===== src/rtl/seq_detector_param.sv =====
// rtl/seq_detector_param.sv - parametrised serial pattern detector with start/done framing, optional care mask (PAT_MASK_EN)
module seq_detector_param #(
    parameter int PAT_W     = 4,
    parameter int FRAME_LEN = 8,
    parameter int CNT_W     = 4
) (
    input  logic                 clk,
    input  logic                 Reset,
    input  logic                 start,
    input  logic                 din,
    input  logic                 din_valid,
    input  logic [PAT_W-1:0]     pattern,
`ifdef PAT_MASK_EN
    input  logic [PAT_W-1:0]     care_mask,
`endif
    output logic                 busy,
    output logic                 match,
    output logic [FRAME_LEN-1:0] hit_map,
    output logic [CNT_W-1:0]     hit_count,
    output logic                 frame_done,
    output logic [PAT_W-1:0]     window
);

    // Index counts up to FRAME_LEN after the last bit, so it needs one extra code.
    localparam int                   IDX_W    = $clog2(FRAME_LEN + 1);
    localparam logic [IDX_W-1:0]     LAST_IDX = IDX_W'(FRAME_LEN - 1);
    localparam logic [IDX_W-1:0]     FILL_IDX = IDX_W'(PAT_W - 1);
    localparam logic [CNT_W-1:0]     CNT_MAX  = {CNT_W{1'b1}};
    localparam logic [FRAME_LEN-1:0] MAP_LSB  = FRAME_LEN'(1);

    typedef enum logic [1:0] {
        ST_IDLE = 2'd0,
        ST_RUN  = 2'd1,
        ST_DONE = 2'd2
    } state_t;

    state_t               state_q, state_d;
    logic [PAT_W-1:0]     window_q, window_d;
    logic [IDX_W-1:0]     idx_q, idx_d;
    logic [PAT_W-1:0]     pat_q, pat_d;
    logic [PAT_W-1:0]     mask_q;
    logic [FRAME_LEN-1:0] hit_map_q, hit_map_d;
    logic [CNT_W-1:0]     hit_count_q, hit_count_d;
    logic                 match_q, match_d;
    logic                 done_q, done_d;

    logic                 accept;
    logic [PAT_W-1:0]     shifted;
    logic                 hit;

    // A start is only honoured between frames; RUN ignores it.
    assign accept  = start && ((state_q == ST_IDLE) || (state_q == ST_DONE));
    // Window as it would look once the current din is shifted in.
    assign shifted = {window_q[PAT_W-2:0], din};
    // Compare is gated until a full window of this frame's bits has been seen.
    assign hit     = (((shifted ^ pat_q) & mask_q) == '0) && (idx_q >= FILL_IDX);

`ifdef PAT_MASK_EN
    // Care mask is captured together with the pattern on an accepted start
    always_ff @(posedge clk) begin
        if (Reset) begin
            mask_q <= '0;
        end else if (accept) begin
            mask_q <= care_mask;
        end
    end
`else
    assign mask_q = '1;
`endif

    // Next-state and datapath updates for IDLE/RUN/DONE
    always_comb begin
        state_d     = state_q;
        window_d    = window_q;
        idx_d       = idx_q;
        pat_d       = pat_q;
        hit_map_d   = hit_map_q;
        hit_count_d = hit_count_q;
        match_d     = 1'b0;
        done_d      = 1'b0;

        case (state_q)
            ST_IDLE, ST_DONE: begin
                if (accept) begin
                    state_d     = ST_RUN;
                    window_d    = '0;
                    idx_d       = '0;
                    hit_map_d   = '0;
                    hit_count_d = '0;
                    pat_d       = pattern;
                end else begin
                    state_d = ST_IDLE;
                end
            end
            ST_RUN: begin
                if (din_valid) begin
                    window_d = shifted;
                    idx_d    = idx_q + 1'b1;
                    if (hit) begin
                        match_d   = 1'b1;
                        hit_map_d = hit_map_q | (MAP_LSB << (LAST_IDX - idx_q));
                        if (hit_count_q != CNT_MAX) begin
                            hit_count_d = hit_count_q + 1'b1;
                        end
                    end
                    if (idx_q == LAST_IDX) begin
                        state_d = ST_DONE;
                        done_d  = 1'b1;
                    end
                end
            end
            default: begin
                state_d = ST_IDLE;
            end
        endcase
    end

    // State and datapath registers with synchronous reset
    always_ff @(posedge clk) begin
        if (Reset) begin
            state_q     <= ST_IDLE;
            window_q    <= '0;
            idx_q       <= '0;
            pat_q       <= '0;
            hit_map_q   <= '0;
            hit_count_q <= '0;
            match_q     <= 1'b0;
            done_q      <= 1'b0;
        end else begin
            state_q     <= state_d;
            window_q    <= window_d;
            idx_q       <= idx_d;
            pat_q       <= pat_d;
            hit_map_q   <= hit_map_d;
            hit_count_q <= hit_count_d;
            match_q     <= match_d;
            done_q      <= done_d;
        end
    end

    assign busy       = (state_q == ST_RUN);
    assign match      = match_q;
    assign frame_done = done_q;
    assign hit_map    = hit_map_q;
    assign hit_count  = hit_count_q;
    assign window     = window_q;

endmodule


===== config.mk =====
export PLATFORM = sky130hd
export DESIGN_NAME = seq_detector_param
export DESIGN_NICKNAME = d
export VERILOG_FILES = /design/src/rtl/seq_detector_param.sv
export SDC_FILE = /design/constraint.sdc
export NUM_CORES = 1
export LEC_CHECK = 0
export CAP_MARGIN = 20
export CELL_PAD_IN_SITES_DETAIL_PLACEMENT = 1
export CELL_PAD_IN_SITES_GLOBAL_PLACEMENT = 2
export CORE_UTILIZATION = 30
export DETAILED_ROUTE_END_ITERATION = 16
export GPL_TIMING_DRIVEN = 0
export PLACE_DENSITY_LB_ADDON = 0.1
export REMOVE_ABC_BUFFERS = 1
export SLEW_MARGIN = 10
export SYNTH_ARGS = -nofsm -noshare
export SYNTH_HDL_FRONTEND = slang
export SYNTH_SLANG_ARGS = --single-unit
export TNS_END_PERCENT = 50

===== constraint.sdc =====
create_clock -name clk -period 2.24 [get_ports clk]
set_clock_uncertainty 0.2 [all_clocks]
set_input_delay 0.448 -clock clk [delete_from_list [all_inputs] [get_ports clk]]
set_output_delay 0.448 -clock clk [all_outputs]
set_load 0.01 [all_outputs]

Yosys cells after proc, flatten, opt, wreduce, memory -nomap -nowiden
Index checks and enable logic that the tools add are counted.

cells by class
  add/sub/neg operators = 3
  order comparisons = 1
  equality and inequality tests = 9
  shift operators = 1
  muxes and demuxes = 19
  bitwise gates (word level) = 4
  reductions and logical operators = 13

operators by type and width
  operator                                                                  number
  4-bit 2-to-1 mux                                                          6
  8-bit 2-to-1 mux                                                          3
  4-bit one-hot mux with 2 select lines                                     3
  8-bit one-hot mux with 2 select lines                                     1
  4-bit by 1-bit adder with 4-bit output (second input constant)            2
  8-bit OR                                                                  1
  1-bit by 4-bit left shift with 8-bit output (first input constant)        1
  2-bit by 1-bit inequality test with 1-bit output (second input constant)  3
  5-bit AND reduction                                                       1
  4-bit by 3-bit equality test with 1-bit output (second input constant)    1
  4-bit by 2-bit >= comparator with 1-bit output (second input constant)    1
  4-bit zero test                                                           1
  2-bit 2-to-1 mux                                                          2
  2-bit inequality test (second input constant)                             2
  4-bit inequality test (second input constant)                             1
  2-bit one-hot mux with 2 select lines                                     1
  2-bit AND reduction                                                       2
  4-bit AND reduction                                                       1
  3-bit by 4-bit subtractor with 4-bit output (first input constant)        1
  4-bit XOR                                                                 1
  1-bit 2-to-1 mux                                                          3
  3-bit AND reduction                                                       1
  3-bit OR reduction                                                        1
  2-bit by 1-bit equality test with 1-bit output (second input constant)    1
  7 further kinds                                                           9

word-level totals
  register bits after elaboration = 28
  output and inout port bits = 19
  logic and storage cells = 58

Logic depth before layout (Yosys ltp)
  word-level depth = 6
  depth in mapped cells = 6
  mapped depth without buffers = 5

Worst setup path before layout
Ideal clock, no wire load.

  kind = register to register
  from = register hit_count_q[0] (netlist: hit_count[0])
  to = register hit_count_q[0] (netlist: hit_count[0])
  setup time = 0.074 ns
  arrival = 1.420 ns
  data required time = 1.966 ns
  path slack = 0.546 ns
  stages on the path, launching flop included = 6
  clock period less this slack = 1.694 ns
  path through = dfxtp_1 > ha_1 > nand3_1 > or3b_1 > o31a_1 > a31oi_1

between the ends
  word-level cells in the longest chain between the ends = 5

ends and longest elaborated chain
  item                                    RTL line  text
  from (decl)                             43        logic [CNT_W-1:0] hit_count_q, hit_count_d;
  from (signal assigned)                  135       hit_count_q <= hit_count_d;
  4-bit by 1-bit adder with 4-bit output  103       hit_count_d = hit_count_q + 1'b1;
  4-bit 2-to-1 mux                        102       if (hit_count_q != CNT_MAX) begin
  4-bit 2-to-1 mux                        99        if (hit) begin
  4-bit 2-to-1 mux                        96        if (din_valid) begin
  4-bit one-hot mux with 2 select lines   82        case (state_q)

Several ways; a longest one is shown, not always the timed one. The select of a mux whose other input is x is not followed.
A chain may end at the register's enable or synchronous reset.

==> flow_summary.yaml <==
outcome:
  outcome: "finished clean"
power_and_ir_drop:
  power.switching_uw: 221
  power.leakage_uw: 0.000592
  power_frac_seq: 0.558
  power_frac_clock: 0.335
  peakVddDrop_v: 0.000212
  power.density_nw_per_um2: 581
  p_sw_frac: 0.237
  intPower_uw: 711
  power_uw: 931
  power_frac_comb: 0.107
timing:
  finalCritPeriodShare: 0.934
  setup_viol: 0
  min_period_ns: 2.09
  slew_headroom: 0.572
  final_max_slew_viol_count: 0
  setup_slack_ns: 0.148
  fmax_mhz: 478
  hold_viol_final: 0
  whs_ns: 0.278
  tns_ns: 0
  worstMarginPinSlew_ns: 0.642
  rsz0062_at_grt: "no"
synth:
  async_flop_share: 0
  synth_xor_area_frac: 0.0283
  synth_top_area_share: 0.453
  synth_edf_count: 0
  synthCells: 127
  avgSynthCellArea_sq_um: 9.74
  synth-adder-area-share: 0.0708
  ys_seq_area_frac: 0.453
  synth_warnings: 0
  yosysTopAreaCell: "dfxtp_1"
  synth_compound_area_frac: 0.208
  synth-simple-area-share: 0.193
  ys_types: 38
  synth_mux_area_frac: 0
  synthTopCellsByArea: "dfxtp_1 45%, ha_1 7.1%, a32o_1 4.9%"
  yosys_register_bits: 28
  synth_top_family_by_area: "compound AO/OA/AOI/OAI gates"
  syn_area_sq_um: 1240
  synth-main-ff-cell: "dfxtp_1"
routing:
  drc_errors: 0
  drt_iter0_drc: 81
  via_count: 1043
  viasPerCell: 5.16
  drt_wl_total_um: 3000
  ant_nets: 0
  routed_wire_length_per_instance_um: 14.8
  first_pass_iters: 4
floorplan:
  ios: 28
  fp.dieW_um: 66.2
  initial_core_util: 0.326
  rows: 22
  core_area_sq_um: 3800
  die-area_sq_um: 4390
  die-height_um: 66.2
cells_and_area:
  final_cell_mix: "27 x dfxtp_1, 25 x clkdlybuf4s50_1, 12 x nand2_1"
  layout_commonest_cell: "dfxtp_1"
  n_antenna_cell: 0
  layout.nets: 171
  area_growth_pct: 29.5
  drive_gt1_frac: 0.0714
setup_path:
  rr_worst_depth: 5
  worstSetupStartpointType: "primary input"
  cp_max_fo: 15
  crit_arrival_ns: 2.06
  rr_endpoint: "hit_map[3]$_SDFFE_PP0P_"
  crit_type: "primary input to flop"
  critPathRequiredTime_ns: 2.21
  ff2ff_setup_slack_ns: 0.36
  end_kind: "flop"
  r2r-start: "idx_q[0]$_SDFFE_PP0P_"
cts:
  cts_buffer_depth: 2
  hold_buffers: 0
  cts_buffers: 3
  clk-insertion-delay-late_ns: 0.27
  cts_resized: 5
  cts_sinks: 28
  ctsHtreeMaxLevel: 1
  path_clk_slew_ns: 0.09
  cts_root_buf: "clkbuf_8"
  post_cts_buffers: 0
  tritoncts: "built"
placement:
  place_congestion: 0.823
  post-place-ws_ns: -0.543
  place_hpwl_um: 2330
  numPortBuffers: 27
hold_path:
  hold_path_class: "flop to flop"
  hold_depth: 1
  hold_start: "hit_map[2]$_SDFFE_PP0P_"
  min_to: "hit_map[2]$_SDFFE_PP0P_"
grt:
  use_met2: 0.241
  grt_pass1_vias: 1048
  grt_util_met3: 0.0207
  grt_max_degree: 16
  antenna_found_initial: 0
  busiest_layer: "met2"
  grtUsageTotal: 0.153
  grt-ovfl-total: 0
  grt_pass1_wl_um: 5050
  met1_usage: 0.207
flow_run:
  drv_cap: 0
[synthesized netlist by cell type, drive strengths merged, types with 3 or more instances]
library cell and n:
ha 7, inv 7, nand3 8, o211ai 3, dfxtp 28, a21oi 7, xnor2 3, nand2 12
a22o 6, nor3 4, o21ai 3, a32o 6, buf 3, nor2 4
[sequential cells by signal, summed over array words and instances (netlist names)]
name and flops:
hit_map 8, hit_count 4, idx_q 4, pat_q 4, window 4, state_q 2
frame_done 1, match 1
[layout make-up]
class                           instances  area (sq um)
Fill cell                             434          2200
Multi-Input combinational cell         88           632
Sequential cell                        28           562
Timing Repair Buffer                   27           268
Tap cell                               48          60.1
Clock buffer                            4          55.1
Inverter                                7          26.3
[worst max path at each step]
stage	start	slack, ns	cells after the start	endpoint
after floorplan	hit_count[0]$_SDFFE_PP0P_	0.55	5	hit_count[0]$_SDFFE_PP0P_
after global placement	Reset	-0.53	5	hit_map[2]$_SDFFE_PP0P_
after detailed placement	Reset	-0.54	5	hit_map[7]$_SDFFE_PP0P_
after CTS	din_valid	0.04	5	idx_q[1]$_SDFFE_PP0P_
after global routing	Reset	0.05	5	hit_map[7]$_SDFFE_PP0P_
final	Reset	0.15	5	hit_map[3]$_SDFFE_PP0P_
[power groups by stage]
stage / registers, uW / logic, uW / clock network [uW]
after CTS: 519 / 99.3 / 328
final: 519 / 99.7 / 312
after detailed placement: 531 / 98.9 / 0
after global routing: 522 / 111 / 352
after global placement: 530 / 97.3 / 0
after floorplan: 530 / 52.2 / 0
[critical path, stage by stage]
cell and delay [ns]:
dlygate4sd2_1 0.61, nor3b_4 0.11, and2_1 0.27, and4b_2 0.34, a32o_1 0.27
[kinds of logic after synthesis]
family	count (synthesis)
AOI/OAI and AO/OA	34
xor gates and xnor gates	4
adders and majority gates	7
buffers and inverters	11
DFF	28
and+or+nand+nor	43
[stage by stage]
step / cell area, sq um / utilization / std cells
5_1_grt: 1600 / 0.422 / 202
3_3_place_gp: 1540 / 0.404 / 198
6_report: 1600 / 0.422 / 202
4_1_cts: 1590 / 0.420 / 202
3_5_place_dp: 1540 / 0.404 / 198
2_1_floorplan: 1210 / - / 123
[layer usage]
| metal | vias to the layer above | wire length, um | part of all wire |
|---|---|---|---|
| met5 | - | 0 | 0 |
| met4 | 0 | 23 | 0.0077 |
| met3 | 2 | 97 | 0.032 |
| li1 | 527 | - | - |
| met2 | 20 | 1410 | 0.47 |
| met1 | 494 | 1470 | 0.49 |
No activity file was read; power rests on OpenSTA's default activity.
